## src/rtl/seg7_scan_driver.sv

```systemverilog
// Four-digit common-anode 7-segment scanner: per-frame input snapshot, hex decode,
// anti-ghost guard, leading-zero blanking, decimal points and per-digit blink.
module seg7_scan_driver #(
  parameter int unsigned SCAN_DIV       = 100000,
  parameter int unsigned GUARD          = 4,
  parameter int unsigned BLINK_FRAMES   = 125,
  parameter bit          SEG_ACTIVE_LOW = 1'b1,
  parameter bit          AN_ACTIVE_LOW  = 1'b1
) (
  input  logic       CLK,
  input  logic       RST,
  input  logic [3:0] SEL_3,
  input  logic [3:0] SEL_2,
  input  logic [3:0] SEL_1,
  input  logic [3:0] SEL_0,
  input  logic [3:0] DP_MASK,
  input  logic [3:0] BLINK_MASK,
  input  logic       LZ_BLANK,
  output logic [6:0] SEG,
  output logic       DP,
  output logic [3:0] AN
);

  localparam int unsigned CntW = (SCAN_DIV > 1) ? $clog2(SCAN_DIV) : 1;
  localparam int unsigned FrmW = (BLINK_FRAMES > 1) ? $clog2(BLINK_FRAMES) : 1;
  localparam logic [CntW-1:0] CntMax = CntW'(SCAN_DIV - 1);
  localparam logic [FrmW-1:0] FrmMax = FrmW'(BLINK_FRAMES - 1);
  localparam logic [6:0] SegOff = {7{SEG_ACTIVE_LOW}};
  localparam logic       DpOff  = SEG_ACTIVE_LOW;
  localparam logic [3:0] AnOff  = {4{AN_ACTIVE_LOW}};

  logic [CntW-1:0] cnt_q, cnt_d;
  logic [1:0]      idx_q, idx_d;
  logic [FrmW-1:0] frame_q, frame_d;
  logic            phase_q, phase_d;

  logic [3:0][3:0] sel_q;
  logic [3:0]      dp_mask_q;
  logic [3:0]      blink_mask_q;
  logic            lz_q;

  logic [6:0] seg_q, seg_d;
  logic       dp_q, dp_d;
  logic [3:0] an_q, an_d;

  logic       snap;
  logic [3:0] lz_run;
  logic [3:0] digit;
  logic       blank;

  function automatic logic [6:0] hex7(input logic [3:0] v);
    logic [6:0] s;
    unique case (v)
      4'h0: s = 7'h3F;
      4'h1: s = 7'h06;
      4'h2: s = 7'h5B;
      4'h3: s = 7'h4F;
      4'h4: s = 7'h66;
      4'h5: s = 7'h6D;
      4'h6: s = 7'h7D;
      4'h7: s = 7'h07;
      4'h8: s = 7'h7F;
      4'h9: s = 7'h6F;
      4'hA: s = 7'h77;
      4'hB: s = 7'h7C;
      4'hC: s = 7'h39;
      4'hD: s = 7'h5E;
      4'hE: s = 7'h79;
      default: s = 7'h71;
    endcase
    return s;
  endfunction

  // Slot, digit, frame and blink-phase sequencing.
  always_comb begin
    cnt_d   = cnt_q + 1'b1;
    idx_d   = idx_q;
    frame_d = frame_q;
    phase_d = phase_q;
    if (cnt_q == CntMax) begin
      cnt_d = '0;
      idx_d = idx_q + 2'd1;
      if (idx_q == 2'd3) begin
        if (frame_q == FrmMax) begin
          frame_d = '0;
          phase_d = ~phase_q;
        end else begin
          frame_d = frame_q + 1'b1;
        end
      end
    end
  end

  assign snap = (cnt_q == '0) && (idx_q == 2'd0);

  // lz_run[k]: shadow digits k..3 are all zero; digit 0 is never suppressed.
  always_comb begin
    lz_run    = 4'b0000;
    lz_run[3] = (sel_q[3] == 4'h0);
    lz_run[2] = lz_run[3] && (sel_q[2] == 4'h0);
    lz_run[1] = lz_run[2] && (sel_q[1] == 4'h0);
  end

  always_comb begin
    digit = sel_q[idx_q];
    blank = (32'(cnt_q) < GUARD)
         || (phase_q && blink_mask_q[idx_q])
         || (lz_q && lz_run[idx_q]);
    seg_d = SegOff;
    dp_d  = DpOff;
    an_d  = AnOff;
    if (!blank) begin
      seg_d = hex7(digit) ^ SegOff;
      dp_d  = dp_mask_q[idx_q] ^ DpOff;
      an_d  = (4'b0001 << idx_q) ^ AnOff;
    end
  end

  always_ff @(posedge CLK) begin
    if (RST) begin
      cnt_q        <= '0;
      idx_q        <= 2'd0;
      frame_q      <= '0;
      phase_q      <= 1'b0;
      sel_q        <= '0;
      dp_mask_q    <= 4'b0000;
      blink_mask_q <= 4'b0000;
      lz_q         <= 1'b0;
      seg_q        <= SegOff;
      dp_q         <= DpOff;
      an_q         <= AnOff;
    end else begin
      cnt_q   <= cnt_d;
      idx_q   <= idx_d;
      frame_q <= frame_d;
      phase_q <= phase_d;
      if (snap) begin
        sel_q        <= {SEL_3, SEL_2, SEL_1, SEL_0};
        dp_mask_q    <= DP_MASK;
        blink_mask_q <= BLINK_MASK;
        lz_q         <= LZ_BLANK;
      end
      seg_q <= seg_d;
      dp_q  <= dp_d;
      an_q  <= an_d;
    end
  end

  assign SEG = seg_q;
  assign DP  = dp_q;
  assign AN  = an_q;

endmodule

```

## config.mk

```make
export PLATFORM = sky130hd
export DESIGN_NAME = seg7_scan_driver
export DESIGN_NICKNAME = d
export VERILOG_FILES = /design/src/rtl/seg7_scan_driver.sv
export SDC_FILE = /design/constraint.sdc
export NUM_CORES = 1
export LEC_CHECK = 0
export CELL_PAD_IN_SITES_DETAIL_PLACEMENT = 1
export CELL_PAD_IN_SITES_GLOBAL_PLACEMENT = 2
export CORE_ASPECT_RATIO = 2
export CORE_MARGIN = 3
export CORE_UTILIZATION = 34
export CTS_BUF_LIST = sky130_fd_sc_hd__clkbuf_8
export CTS_CLUSTER_SIZE = 28
export DETAILED_ROUTE_END_ITERATION = 8
export PLACE_DENSITY_LB_ADDON = 0.1
export RECOVER_POWER = 50
export SETUP_SLACK_MARGIN = 0.02
export SYNTH_ARGS = -nofsm -noshare
export SYNTH_HDL_FRONTEND = slang
export SYNTH_SLANG_ARGS = --single-unit
```

## constraint.sdc

```tcl
create_clock -name CLK -period 2.7 [get_ports CLK]
set_input_delay 0.405 -clock CLK [delete_from_list [all_inputs] [get_ports CLK]]
set_output_delay 0.405 -clock CLK [all_outputs]
set_load 0.02 [all_outputs]
```

==> metrics.txt <==
run status=completed; Final Skew=8.41 ps; Max Slew Vio Count=0; leakage power summed over all cells=1.24 nW; worst relative slew slack=38.9%; combinational family with the most area after synthesis=simple AND/OR/NAND/NOR gates; worst-case hold slack=483 ps; Max Clock Freq=434 MHz; Placement Rows=48; maximum number of pins on one net before global-route repair=27; top layer in use=met4; number of DRC violations after detailed routing=0; die area=10200 um^2; dpl hpwl=6530 um; starting density of the core=35.1%; total length of routed wires=8870 um; most frequent cell after synthesis=sky130_fd_sc_hd__dfxtp_1; dominant delay contributor by cell family on the critical path=flip-flops; Max Root-Sink Buffers=2; # setup viols final=0; register bit count reported by yosys=64; number of standard cells after synthesis=358; critical path's slowest cell=sky130_fd_sc_hd__dfxtp_1; Pwr Density=562 nW/um^2; share of synthesized cell area in and, or, nand and nor gates=22.6%; Hold WC Path Type=reg2reg; DRT met1 WL=3230 um; Hold Violations, Final=0; DRT antenna net count=0; total standard cell area after synthesis=3060 um^2; Die Span X=73.0 um; xor/xnor cell area share of the yosys netlist=2.87%; proportion of synthesized chip area in sequential cells=41.9%; multiplexer share of the synthesized area=6.14%; worst-margin pin slew=917 ps; final weighted congestion of routability-driven global placement=0.757; DR WL met3=205 um; Post-CTS Resized=0; detailed router's first-iteration violation count=86; category of the worst setup path launch point=register; num ports=39; CTS tree=yes; # H-tree levels=3; vias post-DR=2756; post-synthesis compound-gate area fraction=16.0%; Area growth syn-to-layout=21.5%; number of vias per cell=5.56; share of the synthesized area in the top cell type=41.9%; vias in the first global route=2969; post-synth top area cell=sky130_fd_sc_hd__dfxtp_1; count of flip-flops with a built-in enable after synthesis=0; endpoint kind of the worst setup timing path=register; sum of overflow across all layers after global routing=0; most frequent cells after synthesis=sky130_fd_sc_hd__dfxtp_1, sky130_fd_sc_hd__a21oi_1, sky130_fd_sc_hd__nand3_1; floorplan die height=140 um; number of sinks driven by the clock tree=64; number of nets in the finished design=432; list of cells traversed by the critical path=mux4_2, ha_1, and2_1, o21bai_1, nand4_1; antenna violations before repair=0; min cycle time layout=2310 ps; per-instance average area after synthesis=8.54 um^2; data arrival time at the worst-slack endpoint=2500 ps; buffer cell driving the clock tree root=sky130_fd_sc_hd__clkbuf_8; setup repair after global routing missed its margin=no; number of distinct standard cells referenced by the synthesized netlist=37; hold bufs inserted after CTS=0; proportion of layout cells with a drive suffix above 1=8.33%; Max FO, Critical Path=12; detailed route wirelength on metal2=5210 um; most used flip-flop cell after synthesis=sky130_fd_sc_hd__dfxtp_1; post-synthesis share of cell area spent on full adders, half adders and majority gates=5.32%; required time at the worst-slack endpoint=2900 ps; net count after synthesis=398; global-route wire length before repair=14700 um; Tcrit/Tclk final=85.4%; clock latency reported for the late side of the worst-skew pair=340 ps; # diodes=0; 1st-pass router iterations=4; slowest stage delay, CP=690 ps; ranking of synthesized cells by area=sky130_fd_sc_hd__dfxtp_1, sky130_fd_sc_hd__a21oi_1, sky130_fd_sc_hd__nand3_1, sky130_fd_sc_hd__o21ai_0, sky130_fd_sc_hd__ha_1; Critical Setup Path Class=reg2reg; aggregate global-route resource usage=18.8%; drt wl/cell=17.9 um; Final TNS setup=0 ps; core area=8710 um^2; count of maximum capacitance violations=0; Worst-path clk slew=70 ps; Buf/Inv on CP=0; Synth async-reset ratio=0%; number of I/O port buffers=38; worst ir drop on vdd=245 uV; Post-CTS Setup Bufs=0; TritonCTS buffer count=9; Layout Utilization=42.7%; Warnings, synthesis=0
-- cell type report --
class / count / area, um^2
clock buffer: 10 / 138
clock inverter: 5 / 48.8
fill: 1044 / 4990
inverter: 16 / 60.1
multi-input combinational: 254 / 1620
sequential: 64 / 1280
tap: 100 / 125
timing repair buffer: 47 / 442
-- tightest hold or removal path: stages (launching register included) --
cell                      delay (ps)
sky130_fd_sc_hd__dfxtp_1         310
sky130_fd_sc_hd__o21ai_0          60
sky130_fd_sc_hd__a21oi_1          60
-- cells by family after synthesis --
kind of cell / count (synthesis)
simple gates: 129
compound gates: 91
flops: 64
buf+inv: 40
fa+ha+maj: 13
mux: 11
xor+xnor: 10
-- placed cells by master (no fill, tap or decap), types with 2 or more instances in the layout --
cell                              count
sky130_fd_sc_hd__dfxtp_1             64
sky130_fd_sc_hd__a21oi_1             43
sky130_fd_sc_hd__nand3_1             42
sky130_fd_sc_hd__o21ai_0             34
sky130_fd_sc_hd__clkdlybuf4s50_1     25
sky130_fd_sc_hd__inv_1               16
sky130_fd_sc_hd__nor2_1              16
sky130_fd_sc_hd__nand2_1             15
sky130_fd_sc_hd__ha_1                13
sky130_fd_sc_hd__dlygate4sd3_1       13
sky130_fd_sc_hd__nand4_1             12
sky130_fd_sc_hd__clkbuf_8            10
sky130_fd_sc_hd__nor4_1               8
sky130_fd_sc_hd__xnor2_1              8
sky130_fd_sc_hd__buf_4                7
sky130_fd_sc_hd__mux4_2               6
sky130_fd_sc_hd__o31ai_1              6
sky130_fd_sc_hd__or3_1                6
sky130_fd_sc_hd__nor3_1               6
sky130_fd_sc_hd__and2_1               5
sky130_fd_sc_hd__or4_1                5
sky130_fd_sc_hd__nor2b_1              4
sky130_fd_sc_hd__mux2i_1              3
sky130_fd_sc_hd__a22oi_1              3
sky130_fd_sc_hd__clkinv_2             3
sky130_fd_sc_hd__and4_1               2
sky130_fd_sc_hd__o21bai_1             2
sky130_fd_sc_hd__or2_2                2
sky130_fd_sc_hd__mux2_2               2
sky130_fd_sc_hd__xor2_1               2
sky130_fd_sc_hd__and3_1               2
-- path summary, 6_finish.rpt --
path                   start         endpoint  slack, ps  cells past startpoint
max reg2reg         idx_q[0]           SEG[5]        390                      5
min          blink_mask_q[3]  blink_mask_q[3]        480                      2
max                 idx_q[0]           SEG[5]        390                      5
min reg2reg  blink_mask_q[3]  blink_mask_q[3]        480                      2
-- where the power goes --
part / internal (W) / leakage, nW / switching [W]
combinational: 0.000116 / 0.615 / 0.000142
clock: 0.000439 / 0.103 / 0.000374
sequential: 0.000986 / 0.522 / 0.0000316
total: 0.00154 / 1.24 / 0.000547
-- layer usage --
metal / vias up / global-route usage, %
met1: 1345 / 18.7
met3: 18 / 4.17
li1: 1357 / -
met4: 0 / 8.66
met2: 36 / 35.2
met5: - / 0
-- through the flow --
step | power, W | worst slack, ps | instances | cell area [um^2]
6_report | 0.00209 | 394 | 496 | 3710
5_1_grt | 0.00221 | 187 | 496 | 3710
4_1_cts | 0.00212 | 392 | 496 | 3720
3_5_place_dp | 0.00130 | 413 | 481 | 3530
3_3_place_gp | 0.00130 | 460 | 481 | 3530
2_1_floorplan | 0.00119 | 625 | 358 | 3060
-- registers in the layout, summed over array words and instances, names as in the netlist --
signal and cells:
cnt_q 17, sel_q 16, SEG 7, frame_q 7, AN 4, blink_mask_q 4
dp_mask_q 4, idx_q 2, DP 1, lz_q 1, phase_q 1
Note: power is estimated with default switching activity, not from simulation.
